## src/rtl/mem_stage_pkg.sv

```systemverilog
// Shared definitions for the memory-access stage: memory-op encodings
// (also produced by the decode stage), FSM states and op classification.
package mem_stage_pkg;

  typedef enum logic [3:0] {
    MEMOP_NONE = 4'd0,
    MEMOP_LB   = 4'd1,
    MEMOP_LBU  = 4'd2,
    MEMOP_LH   = 4'd3,
    MEMOP_LHU  = 4'd4,
    MEMOP_LW   = 4'd5,
    MEMOP_SB   = 4'd6,
    MEMOP_SH   = 4'd7,
    MEMOP_SW   = 4'd8
  } memOp_e;

  typedef enum logic {
    IDLE   = 1'b0,
    ACCESS = 1'b1
  } state_e;

  // Unused encodings 9..15 behave exactly like NONE.
  function automatic memOp_e decodeOp(input logic [3:0] raw);
    return (raw > 4'd8) ? MEMOP_NONE : memOp_e'(raw);
  endfunction

  function automatic logic isLoad(input memOp_e op);
    return op inside {MEMOP_LB, MEMOP_LBU, MEMOP_LH, MEMOP_LHU, MEMOP_LW};
  endfunction

  function automatic logic isStore(input memOp_e op);
    return op inside {MEMOP_SB, MEMOP_SH, MEMOP_SW};
  endfunction

  // Halfwords need an even address, words a 4-byte aligned one.
  function automatic logic isAligned(input memOp_e op, input logic [1:0] lane);
    logic ok;
    ok = 1'b1;
    if (op inside {MEMOP_LH, MEMOP_LHU, MEMOP_SH}) ok = ~lane[0];
    if (op inside {MEMOP_LW, MEMOP_SW})            ok = (lane == 2'b00);
    return ok;
  endfunction

endpackage

```

## src/rtl/mem_stage_if.sv

```systemverilog
// Data-memory req/ack port. The stage is the master; the memory the slave.
interface mem_stage_if;
  logic        dm_req;
  logic        dm_we;
  logic [31:0] dm_addr;
  logic [3:0]  dm_be;
  logic [31:0] dm_wdata;
  logic        dm_ack;
  logic [31:0] dm_rdata;

  modport master (
    output dm_req, dm_we, dm_addr, dm_be, dm_wdata,
    input  dm_ack, dm_rdata
  );

  modport slave (
    input  dm_req, dm_we, dm_addr, dm_be, dm_wdata,
    output dm_ack, dm_rdata
  );
endinterface

```

## src/rtl/mem_load_align.sv

```systemverilog
// Picks the addressed byte/halfword out of a read word and extends it.
module mem_load_align
  import mem_stage_pkg::*;
(
  input  logic [31:0] rdata,
  input  logic [1:0]  addr,
  input  memOp_e      op,
  output logic [31:0] loadData
);

  logic [7:0]  byteSel;
  logic [15:0] halfSel;

  // Lane selection and sign/zero extension of the load value.
  // NOTE: every always_comb output gets a default first so no path can infer a latch.
  always_comb begin
    byteSel  = rdata[{addr, 3'b000} +: 8];
    halfSel  = addr[1] ? rdata[31:16] : rdata[15:0];
    loadData = rdata;
    case (op)
      MEMOP_LB:  loadData = {{24{byteSel[7]}}, byteSel};
      MEMOP_LBU: loadData = {24'h0, byteSel};
      MEMOP_LH:  loadData = {{16{halfSel[15]}}, halfSel};
      MEMOP_LHU: loadData = {16'h0, halfSel};
      default:   loadData = rdata;
    endcase
  end

endmodule

```

## src/rtl/mem_stage.sv

```systemverilog
// MIPS memory-access stage: issues loads/stores over a req/ack port,
// stalls EX while an access is outstanding, and registers WB results.
module mem_stage
  import mem_stage_pkg::*;
#(
  parameter int unsigned MAX_WAIT = 15
) (
  input  logic             clk,
  input  logic             rstn,
  input  logic             ex_valid,
  output logic             ex_ready,
  input  logic [3:0]       ex_mem_op,
  input  logic             ex_reg_we,
  input  logic [4:0]       ex_reg_waddr,
  input  logic [31:0]      ex_alu_res,
  input  logic [31:0]      ex_store_data,
  mem_stage_if.master      dmBus,
  output logic             wb_valid,
  output logic             wb_reg_we,
  output logic [4:0]       wb_reg_waddr,
  output logic [31:0]      wb_reg_wdata,
  output logic             misalign_err,
  output logic             timeout_err
);

  localparam logic [7:0] MaxWaitCnt = 8'(MAX_WAIT);

  state_e      state;
  logic [7:0]  waitCnt;
  memOp_e      opQ;
  logic [1:0]  laneQ;
  logic [4:0]  waddrQ;
  logic        weQ;

  memOp_e      exOp;
  logic [1:0]  exLane;
  logic        exWe;
  logic [3:0]  storeBe;
  logic [31:0] storeWdata;
  logic [31:0] loadData;
  logic [7:0]  nextCnt;

  assign ex_ready = (state == IDLE);
  assign exOp     = decodeOp(ex_mem_op);
  assign exLane   = ex_alu_res[1:0];
  // Register 0 is never written, whatever the op.
  assign exWe     = ex_reg_we && (ex_reg_waddr != 5'd0);
  assign nextCnt  = waitCnt + 8'd1;

  // Store byte enables and lane-replicated write data for the incoming op.
  always_comb begin
    storeBe    = 4'b0000;
    storeWdata = ex_store_data;
    case (exOp)
      MEMOP_SB: begin
        storeBe    = 4'b0001 << exLane;
        storeWdata = {4{ex_store_data[7:0]}};
      end
      MEMOP_SH: begin
        storeBe    = exLane[1] ? 4'b1100 : 4'b0011;
        storeWdata = {2{ex_store_data[15:0]}};
      end
      MEMOP_SW: storeBe = 4'b1111;
      default:  storeBe = 4'b0000;
    endcase
  end

  mem_load_align uLoadAlign (
    .rdata    (dmBus.dm_rdata),
    .addr     (laneQ),
    .op       (opQ),
    .loadData (loadData)
  );

  // Stage FSM: accept/issue in IDLE, wait for ack or timeout in ACCESS.
  // NOTE: sequential state uses non-blocking assignments so every register samples pre-edge values.
  always_ff @(posedge clk) begin
    if (!rstn) begin
      // NOTE: the reset is synchronous, so it only takes effect on a clock edge.
      state          <= IDLE;
      waitCnt        <= 8'd0;
      opQ            <= MEMOP_NONE;
      laneQ          <= 2'b00;
      waddrQ         <= 5'd0;
      weQ            <= 1'b0;
      dmBus.dm_req   <= 1'b0;
      dmBus.dm_we    <= 1'b0;
      dmBus.dm_addr  <= 32'h0;
      dmBus.dm_be    <= 4'h0;
      dmBus.dm_wdata <= 32'h0;
      wb_valid       <= 1'b0;
      wb_reg_we      <= 1'b0;
      wb_reg_waddr   <= 5'd0;
      wb_reg_wdata   <= 32'h0;
      misalign_err   <= 1'b0;
      timeout_err    <= 1'b0;
    end else begin
      wb_valid     <= 1'b0;
      misalign_err <= 1'b0;
      timeout_err  <= 1'b0;
      case (state)
        IDLE: begin
          if (ex_valid) begin
            if (exOp == MEMOP_NONE) begin
              wb_valid     <= 1'b1;
              wb_reg_we    <= exWe;
              wb_reg_waddr <= ex_reg_waddr;
              wb_reg_wdata <= ex_alu_res;
            end else if (!isAligned(exOp, exLane)) begin
              wb_valid     <= 1'b1;
              wb_reg_we    <= 1'b0;
              wb_reg_waddr <= ex_reg_waddr;
              wb_reg_wdata <= ex_alu_res;
              misalign_err <= 1'b1;
            end else begin
              opQ            <= exOp;
              laneQ          <= exLane;
              waddrQ         <= ex_reg_waddr;
              weQ            <= exWe;
              waitCnt        <= 8'd0;
              dmBus.dm_req   <= 1'b1;
              dmBus.dm_we    <= isStore(exOp);
              dmBus.dm_addr  <= {ex_alu_res[31:2], 2'b00};
              dmBus.dm_be    <= isStore(exOp) ? storeBe : 4'b1111;
              dmBus.dm_wdata <= storeWdata;
              state          <= ACCESS;
            end
          end
        end
        ACCESS: begin
          if (dmBus.dm_ack) begin
            // An ack on the abort edge still completes the access.
            dmBus.dm_req <= 1'b0;
            dmBus.dm_we  <= 1'b0;
            wb_valid     <= 1'b1;
            wb_reg_we    <= isLoad(opQ) && weQ;
            wb_reg_waddr <= waddrQ;
            wb_reg_wdata <= isLoad(opQ) ? loadData : 32'h0;
            state        <= IDLE;
          end else if (nextCnt == MaxWaitCnt) begin
            dmBus.dm_req <= 1'b0;
            dmBus.dm_we  <= 1'b0;
            wb_valid     <= 1'b1;
            wb_reg_we    <= 1'b0;
            wb_reg_waddr <= waddrQ;
            wb_reg_wdata <= 32'h0;
            timeout_err  <= 1'b1;
            waitCnt      <= nextCnt;
            state        <= IDLE;
          end else begin
            waitCnt <= nextCnt;
          end
        end
        default: state <= IDLE;
      endcase
    end
  end

endmodule

```

## src/flat_wrapper.sv

```systemverilog
// flat-port wrapper written by rule: the top's interface ports become plain ports
module mem_stage_flat import mem_stage_pkg::*;
#(
  parameter int unsigned MAX_WAIT = 15
)
  (clk, rstn, ex_valid, ex_ready, ex_mem_op, ex_reg_we, ex_reg_waddr, ex_alu_res, ex_store_data, wb_valid, wb_reg_we, wb_reg_waddr, wb_reg_wdata, misalign_err, timeout_err, dmBus_dm_req, dmBus_dm_we, dmBus_dm_addr, dmBus_dm_be, dmBus_dm_wdata, dmBus_dm_ack, dmBus_dm_rdata);
  mem_stage_if dmBus_i ();
  input  logic clk;
  input  logic rstn;
  input  logic ex_valid;
  output logic ex_ready;
  input  logic [3:0] ex_mem_op;
  input  logic ex_reg_we;
  input  logic [4:0] ex_reg_waddr;
  input  logic [31:0] ex_alu_res;
  input  logic [31:0] ex_store_data;
  output logic wb_valid;
  output logic wb_reg_we;
  output logic [4:0] wb_reg_waddr;
  output logic [31:0] wb_reg_wdata;
  output logic misalign_err;
  output logic timeout_err;
  output wire logic [$bits(dmBus_i.dm_req)-1:0] dmBus_dm_req;
  output wire logic [$bits(dmBus_i.dm_we)-1:0] dmBus_dm_we;
  output wire logic [$bits(dmBus_i.dm_addr)-1:0] dmBus_dm_addr;
  output wire logic [$bits(dmBus_i.dm_be)-1:0] dmBus_dm_be;
  output wire logic [$bits(dmBus_i.dm_wdata)-1:0] dmBus_dm_wdata;
  input wire logic [$bits(dmBus_i.dm_ack)-1:0] dmBus_dm_ack;
  input wire logic [$bits(dmBus_i.dm_rdata)-1:0] dmBus_dm_rdata;
  assign dmBus_dm_req = dmBus_i.dm_req;
  assign dmBus_dm_we = dmBus_i.dm_we;
  assign dmBus_dm_addr = dmBus_i.dm_addr;
  assign dmBus_dm_be = dmBus_i.dm_be;
  assign dmBus_dm_wdata = dmBus_i.dm_wdata;
  assign dmBus_i.dm_ack = dmBus_dm_ack;
  assign dmBus_i.dm_rdata = dmBus_dm_rdata;
  mem_stage #(.MAX_WAIT(MAX_WAIT)) u_core (.clk(clk), .rstn(rstn), .ex_valid(ex_valid), .ex_ready(ex_ready), .ex_mem_op(ex_mem_op), .ex_reg_we(ex_reg_we), .ex_reg_waddr(ex_reg_waddr), .ex_alu_res(ex_alu_res), .ex_store_data(ex_store_data), .dmBus(dmBus_i), .wb_valid(wb_valid), .wb_reg_we(wb_reg_we), .wb_reg_waddr(wb_reg_waddr), .wb_reg_wdata(wb_reg_wdata), .misalign_err(misalign_err), .timeout_err(timeout_err));
endmodule
```

## config.mk

```make
export PLATFORM = sky130hd
export DESIGN_NAME = mem_stage_flat
export DESIGN_NICKNAME = d
export VERILOG_FILES = /design/src/rtl/mem_stage_pkg.sv /design/src/rtl/mem_stage_if.sv /design/src/rtl/mem_load_align.sv /design/src/rtl/mem_stage.sv /design/src/flat_wrapper.sv
export SDC_FILE = /design/constraint.sdc
export NUM_CORES = 1
export LEC_CHECK = 0
export CORE_MARGIN = 8
export CORE_UTILIZATION = 46
export DETAILED_ROUTE_END_ITERATION = 10
export PLACE_DENSITY_LB_ADDON = 0.08
export SLEW_MARGIN = 0
export SYNTH_ARGS = -nofsm -noshare
export SYNTH_HDL_FRONTEND = slang
export SYNTH_SLANG_ARGS = --single-unit
```

## constraint.sdc

```tcl
create_clock -name clk -period 3.1 [get_ports clk]
set_clock_uncertainty 0.1 [all_clocks]
set_input_delay 0.775 -clock clk [delete_from_list [all_inputs] [get_ports clk]]
set_output_delay 0.775 -clock clk [all_outputs]
set_load 0.02 [all_outputs]
```

Yosys cells after proc, flatten, opt, wreduce, memory -nomap -nowiden
Cells that the tools add are included.
Cells by class
  $lt $le $gt $ge: 1
  reductions and logical operators: 15
  equal/unequal tests: 18
  multiplexer cells: 58
  divide/modulo/power cells: 0
  multipliers: 0
  add/subtract/negate cells: 1
  shift-type cells: 2
  bitwise gates (word level): 5
Operator list (count)
  two-way mux 32 bit: 6
  case mux 32 bit (2 select lines): 2
  case mux 32 bit (4 select lines): 1
  two-way mux 8 bit: 4
  variable part select 32 x 6 -> 8 bit: 1
  two-way mux 1 bit: 28
  two-way mux 5 bit: 5
  == test 4 x 3 -> 1 bit (second input constant): 6
  two-way mux 16 bit: 1
  case mux 8 bit (2 select lines): 1
  == test 4 x 2 -> 1 bit (second input constant): 3
  two-way mux 4 bit: 3
  case mux 4 bit (3 select lines): 1
  AND reduction 4 bit: 3
  case mux 1 bit (2 select lines): 5
  case mux 5 bit (2 select lines): 1
  nonzero test 5 bit: 2
  adder 8 x 1 -> 8 bit (second input constant): 1
  == test 8 x 4 -> 1 bit (second input constant): 1
  != test 2 bit (second input constant): 3
  nonzero test 3 bit: 2
  NOT 1 bit: 5
  == test 4 x 1 -> 1 bit (second input constant): 1
  == test 4 bit (second input constant): 1
  other kinds (12): 13
Word-level totals
  output and inout port bits: 112
  input bits: 110
  memories kept: 0
  RAM bits: 0
  register bits: 130
  word-level logic and storage cells: 117
  latch bits: 0
  memory bits (read-only): 0

Longest topological paths before layout
Gate-level depths: netlist (run 1).
  word-level depth: 14
  mapped depth: 10
  mapped depth without buffers: 7

Cells and area by module
Synthesis (run 1) repeated with hierarchy kept, for this count alone.
Unflattened totals
  cell total of the unflattened synthesis: 806
  area total of the unflattened synthesis: 6827.8 um^2
Modules (own cells, without submodules)
  mem_stage: times used 1, area an instance 5919.4 um^2, seq. area each 2602.5 um^2, cells each 701
  mem_load_align: times used 1, area an instance 908.4 um^2, seq. area each 0.0 um^2, cells each 105

Worst setup path after synthesis (run 1)
OpenSTA, ideal clock, no wires.
  path kind: input to register
  from: input ex_mem_op[3]
  to: register u_core.wb_reg_wdata[21]
  required time: 2.867 ns
  path buffers: 3
  arrival: 2.290 ns
  library setup time: 0.133 ns
  cell stages on the path: 8
  slack: 0.578 ns
  cell sequence: buf_2 -> nor4b_1 -> o21ai_1 -> nand3_2 -> a221oi_2 -> buf_4 -> clkbuf_1 -> a21oi_1
On the way
  cells in the longest elaborated chain, start to end: 12
  elaborated cells between the ends (all ways): 21
  classes of those cells: order compare: 1; eq/ne: 6; mux: 10; reduce/logical: 4
RTL lines
  start: declaration: line flat_wrapper.sv:12  | input logic [3:0] ex_mem_op;
  greater-than comparator 4 bit: line mem_stage_pkg.sv:24  | return (raw > 4'd8) ? MEMOP_NONE : memOp_e'(raw);
  two-way mux 4 bit (*): line mem_stage_pkg.sv:24
  == test 4 x 2 -> 1 bit / == test 4 x 3 -> 1 bit (equally long branches): line mem_stage_pkg.sv:39  | if (op inside {MEMOP_LH, MEMOP_LHU, MEMOP_SH}) ok = ~lane[0];
  nonzero test 3 bit: line mem_stage_pkg.sv:39
  two-way mux 1 bit: line mem_stage_pkg.sv:39
  two-way mux 1 bit: line mem_stage_pkg.sv:40  | if (op inside {MEMOP_LW, MEMOP_SW}) ok = (lane == 2'b00);
  two-way mux 1 bit: line mem_stage.sv:104  | if (exOp == MEMOP_NONE) begin
  two-way mux 1 bit: line mem_stage.sv:103  | if (ex_valid) begin
  two-way mux 1 bit: line mem_stage.sv:101  | case (state)
  two-way mux 1 bit: line mem_stage.sv:78  | if (!rstn) begin
  != test 3 x 2 -> 1 bit (no source line)
  AND reduction 3 bit (no source line)
  end signal: assignment: line mem_stage.sv:108  | wb_reg_wdata <= ex_alu_res;
  end signal: assignment: line mem_stage.sv:113  | wb_reg_wdata <= ex_alu_res;
  end signal: assignment: line mem_stage.sv:138  | wb_reg_wdata <= isLoad(opQ) ? loadData : 32'h0;
  end: declaration: line mem_stage.sv:21  | output logic [31:0] wb_reg_wdata,
Mark *: on every way between the ends. The rest lies on a longest branch, timed or not. The select of a mux whose other input is x is not followed.
A chain may end at the register's enable or synchronous reset.

Worst setup path after layout (run 1)
  from: input ex_mem_op[2]
  to: register u_core.wb_reg_wdata[30]
Same word-level chain as after synthesis.

==> reports/results.tsv, run 1 <==
stage	metric	value	unit
synthesis	largest cells by area after synthesis	dfxtp_1 (41%), a21oi_1 (9.2%), nand2_1 (8.9%)	
power	internal power component	3.57	mW
synthesis	Unique masters post-synth	68	
critical_path	crit path launch type	input port	
drt	number of remaining DRC errors	0	
critical_path	Buf/Inv on CP	2	
clock_network	H-tree depth	4	
synthesis	top cell type's share of synthesized area	40.7	%
clock_network	Root Driver	clkbuf_16	
drt	vias post-DR	6865	
floorplanning	die area	0.0179	mm^2
critical_path	critical path class	input port to register	
critical_path	Top Family by Delay on Critical Path	compound AO/OA/AOI/OAI gates	
final_layout	fillcell total	1137	
power	Flop pwr share	37.8	%
power	Net Sw Frac	27.5	%
clock_network	Clock Latency Late Sink	0.42	ns
timing	worst-margin pin slew	0.759	ns
timing	Hold Vio Cnt, Final	0	
critical_path	r2r worst-path depth	9	
critical_path	CP max FO	56	
critical_path	Setup crit start	ex_mem_op[2]	
synthesis	syn avg cell area	8.05	um^2
global_route	M2 GR Usage	41.4	%
clock_network	TritonCTS clock tree	built	
global_route	GRT Max-Usage Layer	met2	
power	Peak supply drop	0.331	mV
placed_design	final RePlAce weighted congestion	0.862	
critical_path	Worst R2R Setup Slack	0.31	ns
synthesis	register area share after synthesis	40.7	%
clock_network	Reg clk slew, reported paths	0.06	ns
final_layout	share of cells above drive strength 1	10.4	%
clock_network	CTS Buffer Depth	2	
drt	DR WL/cell	19.0	um
final_layout	register area	0.00260	mm^2
critical_path	CP required	3.35	ns
floorplanning	Die X	134	um
synthesis	Post-synth EDFFs	0	
timing	Rel. slew slack	49.0	%
timing	FMAX	356	MHz
power	Comb pwr share	21.5	%
floorplanning	row count	43	
clock_network	CTS Buf Count	17	
outcome	status	completed	
global_route	M1 GR Usage	29.8	%
placed_design	dpl ws	-0.0144	ns
min_path	worst min-delay path class	register to register	
global_route	global-route wire length before repair	36300	um
floorplanning	Starting Density	46.6	%
critical_path	Data arrival, critical path	3.06	ns
global_route	largest net degree at the start of global routing	58	
global_route	antenna violations before repair	1	
critical_path	slowest stage delay, CP	0.54	ns
critical_path	R2R Path End	u_core.wb_reg_wdata[30]	
timing	Min Hold Slack	0.352	ns
floorplanning	placeable core area	0.0137	mm^2
drt	DR pass1 iterations	5	
power	Cell Pwr Density	521	mW/mm^2
clock_network	post_cts resized	0	
critical_path	crit-path cells	clkdlybuf4s50_1 > nor2b_1 > o21ai_1 > nand3_2 > a221oi_4 > buf_12 > o21ai_0 > a21oi_1	
power	clock group share of total power	40.7	%
synthesis	Primary FF master, synth	dfxtp_1	
final_layout	area added between synthesis and finish	47.9	%
critical_path	WP depth	8	
global_route	vias in the first global route	6813	
timing	crit share post-route	90.7	%
clock_network	Hold Buf Count CTS	0	
job	Max Cap Viol	0	
critical_path	crit path to	u_core.wb_reg_wdata[30]	
global_route	met3 Track Usage GR	7.63	%
placed_design	dpl hpwl	16600	um
placed_design	count of input and output buffers	219	
timing	RSZ-0062 raised after global routing	no	
synthesis	cell area after synthesis	0.00639	mm^2
drt	Iteration-0 DRC Markers	482	
drt	vias per cell	5.74	
drt	Routed Antenna Nets	0	
timing	final-report setup violation count	0	
synthesis	ys async rst share	0	%
final_layout	most frequent cells in the layout	clkdlybuf4s50_1 (219), nand2_1 (150), dfxtp_1 (130)	
critical_path	R2R Path Start	u_core.waitCnt[0]	
timing	final setup TNS	0	ns
global_route	gr ovfl total	0	
timing	post-route minimum period	2.81	ns
power	Psw	1.35	mW
floorplanning	# IOs	222	
synthesis	Yosys warnings	0	
final_layout	layout net count	1113	
power	Pleak	3.34	nW
final_layout	Core Util, Final	69.0	%
critical_path	Critical Path Slowest Stage Cell	clkdlybuf4s50_1	
critical_path	critical path endpoint category	register	
clock_network	clk sinks	130	
floorplanning	Die Ht	134	um
synthesis	Post-Syn Instances	794	
timing	fin. max-slew vios	0	
drt	WL final	22700	um
synthesis	#FFs+latches synth	130	
clock_network	postcts setup bufs	0	
final_layout	commonest non-fill, non-tap cell in the layout	clkdlybuf4s50_1	
global_route	GRT Total Usage	25.0	%
final_layout	multi-input logic area	0.00348	mm^2
timing	final worst slack	0.288	ns
synthesis	leading area contributor after synthesis	dfxtp_1	
-- Yosys cell counts (14+ instances only) --
cell type	n
a21oi_1	118
a311oi_1	19
buf_2	14
clkbuf_1	44
dfxtp_1	130
mux2i_1	17
nand2_1	151
nor2_1	52
nor3_1	15
o211ai_1	17
o21ai_0	35
o21ai_1	25
-- worst min-delay path, cell delays in order (launching register included) --
cell     delay (ns)
dfxtp_1        0.30
nand2_1        0.05
a21oi_1        0.05
-- kinds of logic after synthesis --
family          share of synthesized area [%]
simple gates                             18.4
buf+inv                                  5.26
xor+xnor                                0.274
mux                                      5.13
fa+ha+maj                               0.391
compound gates                           29.8
other cells                            0.0586
flops                                    40.7
-- sequential cells by signal, indices dropped and copies added, names as in the netlist --
register / flops
u_core.dmBus.dm_wdata: 32
u_core.wb_reg_wdata: 32
u_core.dmBus.dm_addr: 30
u_core.waitCnt: 8
u_core.waddrQ: 5
u_core.wb_reg_waddr: 5
u_core.dmBus.dm_be: 4
u_core.opQ: 4
u_core.laneQ: 2
u_core.dmBus.dm_req: 1
u_core.dmBus.dm_we: 1
u_core.misalign_err: 1
u_core.state: 1
u_core.timeout_err: 1
u_core.wb_reg_we: 1
u_core.wb_valid: 1
u_core.weQ: 1
-- worst min-delay path by stage --
stage | start | endpoint | slack, ns | cells past startpoint
2_1_floorplan | u_core.weQ | u_core.weQ | 0.33 | 2
3_3_place_gp | u_core.dmBus.dm_addr[22] | u_core.dmBus.dm_addr[22] | 0.34 | 2
3_5_place_dp | u_core.weQ | u_core.weQ | 0.35 | 2
4_1_cts | u_core.weQ | u_core.weQ | 0.35 | 2
5_1_grt | u_core.dmBus.dm_wdata[31] | u_core.dmBus.dm_wdata[31] | 0.38 | 2
6_report | u_core.dmBus.dm_addr[13] | u_core.dmBus.dm_addr[13] | 0.35 | 2
-- final cells by class --
class / instances / area share (%)
multi-input cells: 590 / 36.8
flip-flops and latches: 130 / 27.5
repair buffers: 255 / 26.8
clock buffers: 20 / 4.72
well taps: 180 / 2.38
clock inverters: 12 / 1.47
inverters: 7 / 0.278
diodes: 1 / 0.0265
-- metrics by stage --
| step | total power, mW | instance area (um^2) | std cells |
|---|---|---|---|
| 2_1_floorplan | 2.42 | 6400 | 795 |
| 3_3_place_gp | 2.93 | 8870 | 1162 |
| 3_5_place_dp | 2.95 | 8870 | 1162 |
| 4_1_cts | 4.95 | 9460 | 1194 |
| 5_1_grt | 5.13 | 9460 | 1195 |
| 6_report | 4.93 | 9460 | 1195 |
-- power by group through the flow --
stage | clock network, mW | registers [mW] | logic (mW)
after detailed placement | 0 | 1.90 | 1.05
after floorplan | 0 | 2.01 | 0.406
after global placement | 0 | 1.89 | 1.03
final | 2.00 | 1.86 | 1.06
after global routing | 2.12 | 1.88 | 1.13
after CTS | 2.03 | 1.86 | 1.06
-- metal layers --
metal | vias up | part of all wire, % | wire (um)
li1 | 3293 | - | -
met1 | 3248 | 40 | 9160
met2 | 293 | 49 | 11000
met3 | 31 | 9.2 | 2100
met4 | 0 | 2.0 | 444
met5 | - | 0 | 0
Power figures use the tool's default switching activity.
==> run 2: changes to the inputs <==
- GPL_TIMING_DRIVEN: not set -> 0
- PLACE_DENSITY: not set -> 0.88
- PLACE_DENSITY_LB_ADDON: 0.08 -> not set
==> run 2 against run 1 <==
  * Final cell count is 2.3% higher
  * Combinational power barely moved
  * Critical path type unchanged
  * Sequential power barely moved
  * Largest cell class unchanged
  * Cell area fell by 0.85%
==> reports/results.tsv, run 2 (synthesized netlist as in run 1, its figures left out) <==
stage	metric	value	unit
outcome	status	completed	
global_route	global-route wire length before repair	39000	um
critical_path	CP required	3.30	ns
drt	Max Used Layer	met5	
timing	crit share post-route	96.5	%
drt	vias post-DR	7294	
drt	DR pass1 iterations	5	
drt	DR WL/cell	20.8	um
critical_path	crit path launch type	input port	
timing	final worst slack	0.107	ns
clock_network	CTS Buffer Depth	2	
drt	vias per cell	5.97	
final_layout	Largest regs	u_core.dmBus.dm_wdata: 32 flops, u_core.wb_reg_wdata: 32 flops, u_core.dmBus.dm_addr: 30 flops	
power	Peak supply drop	0.367	mV
min_path	worst min-delay path class	register to register	
drt	M1 WL	9750	um
floorplanning	Die X	134	um
floorplanning	row count	43	
placed_design	dpl ws	-0.364	ns
timing	fin. max-slew vios	0	
global_route	gr ovfl total	0	
critical_path	Worst R2R Setup Slack	0.32	ns
clock_network	Root Driver	clkbuf_16	
clock_network	postcts setup bufs	0	
global_route	antenna violations before repair	1	
final_layout	commonest non-fill, non-tap cell in the layout	clkdlybuf4s50_1	
placed_design	dpl hpwl	19000	um
placed_design	count of input and output buffers	215	
critical_path	R2R Path Start	u_core.waitCnt[1]	
drt	met2 WL	11400	um
timing	Hold Vio Cnt, Final	0	
clock_network	Reg clk slew, reported paths	0.06	ns
final_layout	non-filler instance count after layout	1222	
timing	post-route minimum period	2.99	ns
drt	Iteration-0 DRC Markers	647	
critical_path	Top Family by Delay on Critical Path	buffers and inverters	
global_route	GRT Total Usage	27.6	%
job	Max Cap Viol	0	
drt	Routed Antenna Nets	0	
final_layout	area added between synthesis and finish	46.7	%
min_path	min-delay src	u_core.weQ	
timing	FMAX	334	MHz
final_layout	Final Instance Area	0.00938	mm^2
min_path	WHS Endpoint	u_core.weQ	
critical_path	CP max FO	10	
floorplanning	die area	0.0179	mm^2
timing	RSZ-0062 raised after global routing	no	
min_path	hold depth	2	
critical_path	Data arrival, critical path	3.19	ns
timing	final setup TNS	0	ns
critical_path	critical path endpoint category	register	
floorplanning	# IOs	222	
placed_design	placed insts	1190	
power	Cell Pwr Density	527	mW/mm^2
clock_network	Hold Buf Count CTS	0	
timing	final-report setup violation count	0	
clock_network	Clock Latency Late Sink	0.42	ns
drt	number of remaining DRC errors	0	
timing	Min Hold Slack	0.351	ns
floorplanning	Die Ht	134	um
critical_path	r2r worst-path depth	9	
clock_network	H-tree depth	4	
placed_design	Placed Area	0.00878	mm^2
final_layout	layout net count	1141	
placed_design	final RePlAce weighted congestion	0.957	
drt	WL final	25400	um
timing	Rel. slew slack	28.1	%
power	Pleak	3.26	nW
clock_network	CTS Buf Count	17	
floorplanning	Starting Density	46.6	%
global_route	vias in the first global route	7259	
final_layout	antenna fix cells	0	
final_layout	share of cells above drive strength 1	9.21	%
final_layout	most frequent cells in the layout	clkdlybuf4s50_1 (214), nand2_1 (151), dfxtp_1 (130)	
drt	met3 wire len	3360	um
floorplanning	placeable core area	0.0137	mm^2
critical_path	crit-path cells	clkdlybuf4s50_1 > nor4b_1 > o21ai_1 > nand3_2 > a221oi_2 > buf_4 > buf_4 > o21ai_1 > a21oi_1	
clock_network	TritonCTS clock tree	built	
timing	worst-margin pin slew	1.08	ns
critical_path	R2R Path End	u_core.wb_reg_wdata[9]	
critical_path	critical path class	input port to register	
clock_network	clk sinks	130	
critical_path	Buf/Inv on CP	3	
global_route	largest net degree at the start of global routing	17	
critical_path	Critical Path Slowest Stage Cell	nor4b_1	
power	total power	4.94	mW
final_layout	Core Util, Final	68.4	%
critical_path	slowest stage delay, CP	0.64	ns
==> run 2: cell count changes in the layout (fill, tap and decap cells not counted), sizes merged, moves of 2 or more <==
| cell | previous run | this run |
|---|---|---|
| inv | 7 | 9 |
| clkbuf | 20 | 62 |
| clkinvlp | 0 | 6 |
| clkinv | 9 | 5 |
| clkdlybuf4s50 | 219 | 214 |
| buf | 36 | 23 |
==> run 2: final cells by class <==
cell class                      count  area (um^2)
Fill cell                        1134         4340
Multi-Input combinational cell    590         3460
Sequential cell                   130         2600
Timing Repair Buffer              215         2150
Clock buffer                       17          425
Buffer                             68          325
Tap cell                          180          225
Clock inverter                     15          161
Inverter                            7         26.3
==> run 2: worst max path at each step <==
stage	start	end	cells past startpoint	slack [ns]
after global routing	ex_mem_op[0]	u_core.wb_reg_wdata[28]	9	0.0007
after CTS	u_core.state	ex_ready	4	0.07
after detailed placement	ex_mem_op[0]	u_core.wb_reg_wdata[28]	9	-0.36
after global placement	ex_mem_op[0]	u_core.wb_reg_wdata[28]	9	-0.26
after floorplan	ex_mem_op[3]	u_core.wb_reg_wdata[21]	8	0.58
final	ex_mem_op[2]	u_core.wb_reg_wdata[9]	9	0.11
==> run 2: power by group <==
| group | switching, mW | internal [mW] | total (mW) | leakage [nW] |
|---|---|---|---|---|
| Clock | 0.813 | 1.19 | 2.00 | 0.269 |
| Combinational | 0.590 | 0.493 | 1.08 | 1.92 |
| Sequential | 0.0663 | 1.79 | 1.85 | 1.06 |
| Total | 1.47 | 3.47 | 4.94 | 3.26 |
==> run 2: layer usage <==
metal	global-route usage, %	vias to the layer above
li1	-	3353
met1	31.6	3417
met2	45.0	451
met3	11.0	71
met4	11.5	2
met5	0	-
==> run 2: repair_timing <==
item                                    CTS  global route
pin swaps                                 0             0
resized for setup                         3            12
endpoints found under the setup margin    1            33
==> run 2: worst reg2reg max path: cells and delay by family, from the launching register on <==
kind,cells,cell delay (ns)
flip-flops,1,0.49
AND/OR/NAND/NOR,2,0.38
adder cells (fa/ha/maj),1,0.36
buffers and inverters,2,0.39
AO/OA/AOI/OAI,4,0.94
==> run 3: changes to the inputs <==
- CTS_BUF_LIST: not set -> sky130_fd_sc_hd__clkbuf_4
- clock period: 3.1 -> 3.2 ns (I/O delays scaled with it)
==> run 3 against run 2 <==
  * Global-route usage down 0.94 points
  * Cell area decreased by 2.9%
  * Sequential power decreased by 3%
  * Power is 19% lower
  * Sequential share of layout area rose by 0.83 points
  * Final cell count is 0.33% higher
  * Critical path depth shrank 6
==> reports/results.tsv, run 3 (synthesized netlist as in run 1, its figures left out) <==
stage	metric	value	unit
drt	DR pass1 iterations	6	
final_layout	non-filler instance count after layout	1226	
drt	Iteration-0 DRC Markers	584	
timing	Rel. slew slack	34.1	%
global_route	vias in the first global route	7070	
timing	RSZ-0062 raised after global routing	no	
clock_network	TritonCTS clock tree	built	
drt	DR WL/cell	20.1	um
final_layout	area added between synthesis and finish	42.4	%
timing	final-report setup violation count	0	
clock_network	CTS Buffer Depth	2	
timing	Hold Vio Cnt, Final	0	
clock_network	CTS Buf Count	17	
final_layout	commonest non-fill, non-tap cell in the layout	clkdlybuf4s50_1	
clock_network	Clock Latency Late Sink	0.55	ns
power	Comb pwr share	26.2	%
placed_design	dpl ws	-0.289	ns
global_route	gr ovfl total	0	
power	total power	3.99	mW
critical_path	critical path class	register to output port	
floorplanning	Die X	134	um
drt	vias post-DR	7198	
critical_path	CP max FO	10	
critical_path	Worst R2R Setup Slack	0.38	ns
floorplanning	Starting Density	46.6	%
floorplanning	Die Ht	134	um
global_route	largest net degree at the start of global routing	17	
power	Psw	1.32	mW
drt	WL final	24700	um
power	Peak supply drop	0.290	mV
global_route	antenna violations before repair	1	
floorplanning	row count	43	
final_layout	Core Util, Final	66.4	%
final_layout	most frequent cells in the layout	clkdlybuf4s50_1 (215), nand2_1 (151), dfxtp_1 (130)	
power	Pleak	3.13	nW
critical_path	Data arrival, critical path	2.13	ns
timing	crit share post-route	94.5	%
placed_design	final RePlAce weighted congestion	0.957	
final_layout	register area	0.00260	mm^2
clock_network	Reg clk slew, reported paths	0.12	ns
critical_path	CP required	2.30	ns
drt	vias per cell	5.87	
timing	FMAX	331	MHz
timing	worst-margin pin slew	0.986	ns
job	Max Cap Viol	0	
placed_design	count of input and output buffers	215	
power	Net Sw Frac	32.9	%
timing	fin. max-slew vios	0	
drt	number of remaining DRC errors	0	
power	clock group share of total power	28.9	%
final_layout	antenna fix cells	0	
power	Flop pwr share	44.9	%
clock_network	Root Driver	clkbuf_4	
final_layout	fillcell total	1180	
drt	Routed Antenna Nets	0	
placed_design	dpl hpwl	19000	um
clock_network	H-tree depth	4	
floorplanning	# IOs	222	
final_layout	share of cells above drive strength 1	9.27	%
critical_path	crit path launch type	register	
floorplanning	placeable core area	0.0137	mm^2
final_layout	Final Instance Area	0.00911	mm^2
timing	post-route minimum period	3.03	ns
placed_design	placed insts	1190	
global_route	GRT Total Usage	26.7	%
timing	final worst slack	0.175	ns
global_route	global-route wire length before repair	37900	um
floorplanning	die area	0.0179	mm^2
final_layout	Largest regs	u_core.dmBus.dm_wdata: 32 flops, u_core.wb_reg_wdata: 32 flops, u_core.dmBus.dm_addr: 30 flops	
placed_design	Placed Area	0.00878	mm^2
power	internal power component	2.68	mW
final_layout	multi-input logic area	0.00346	mm^2
min_path	worst min-delay path class	register to register	
critical_path	critical path endpoint category	output port	
outcome	status	completed	
final_layout	layout net count	1145	
clock_network	clk sinks	130	
power	Cell Pwr Density	439	mW/mm^2
run 3: cell types whose count changed in the layout (fill, tap and decap cells not counted), moves of 2 or more:
cell / before / now
clkbuf_4: 3 / 18
clkbuf_1: 37 / 42
clkbuf_2: 5 / 0
buf_2: 12 / 14
buf_4: 6 / 11
clkbuf_16: 17 / 0
run 3: power groups by stage:
stage | clock network, mW | logic (mW) | registers (mW)
2_1_floorplan | 0 | 0.394 | 1.95
3_3_place_gp | 0 | 1.01 | 1.82
3_5_place_dp | 0 | 1.03 | 1.83
4_1_cts | 1.16 | 1.03 | 1.79
5_1_grt | 1.24 | 1.11 | 1.81
6_report | 1.15 | 1.05 | 1.79
run 3: worst paths after layout:
check,to,start,cells after the start
max,ex_ready,u_core.state,3
min,u_core.weQ,u_core.weQ,2
max reg2reg,u_core.wb_reg_wdata[28],u_core.waitCnt[1],8
min reg2reg,u_core.weQ,u_core.weQ,2
run 3: per-layer routing:
metal | GRT usage (%) | routed length (um)
met5 | 0 | 13
met4 | 10.8 | 731
met1 | 30.5 | 9460
met2 | 43.0 | 11100
met3 | 11.5 | 3390
run 3: through the flow:
| step | TNS (ns) | hold slack (ns) |
|---|---|---|
| after CTS | 0 | 0.359 |
| final | 0 | 0.360 |
| after floorplan | 0 | 0.332 |
| after detailed placement | -7.84 | 0.342 |
| after global routing | 0 | 0.371 |
| after global placement | -4.49 | 0.338 |
run 3: layout make-up:
cell class	instances	share of cell area, %
Clock buffer	17	1.40
Buffer	67	3.41
Inverter	7	0.330
Sequential cell	130	28.6
Multi-Input combinational cell	590	38.0
Tap cell	180	2.47
Clock inverter	15	1.77
Timing Repair Buffer	220	24.0
run 3: timing repair:
item,CTS,global route
setup buffers,0,5
gates resized for setup,3,0
hold buffers,0,0
endpoints found under the setup margin,1,1
endpoints found under the hold margin,0,0
run 3: worst max-delay path, stage by stage, from the launching register on:
cell             delay, ns
dfxtp_1               0.52
clkinvlp_4            0.22
clkbuf_4              0.26
clkdlybuf4s50_1       0.58
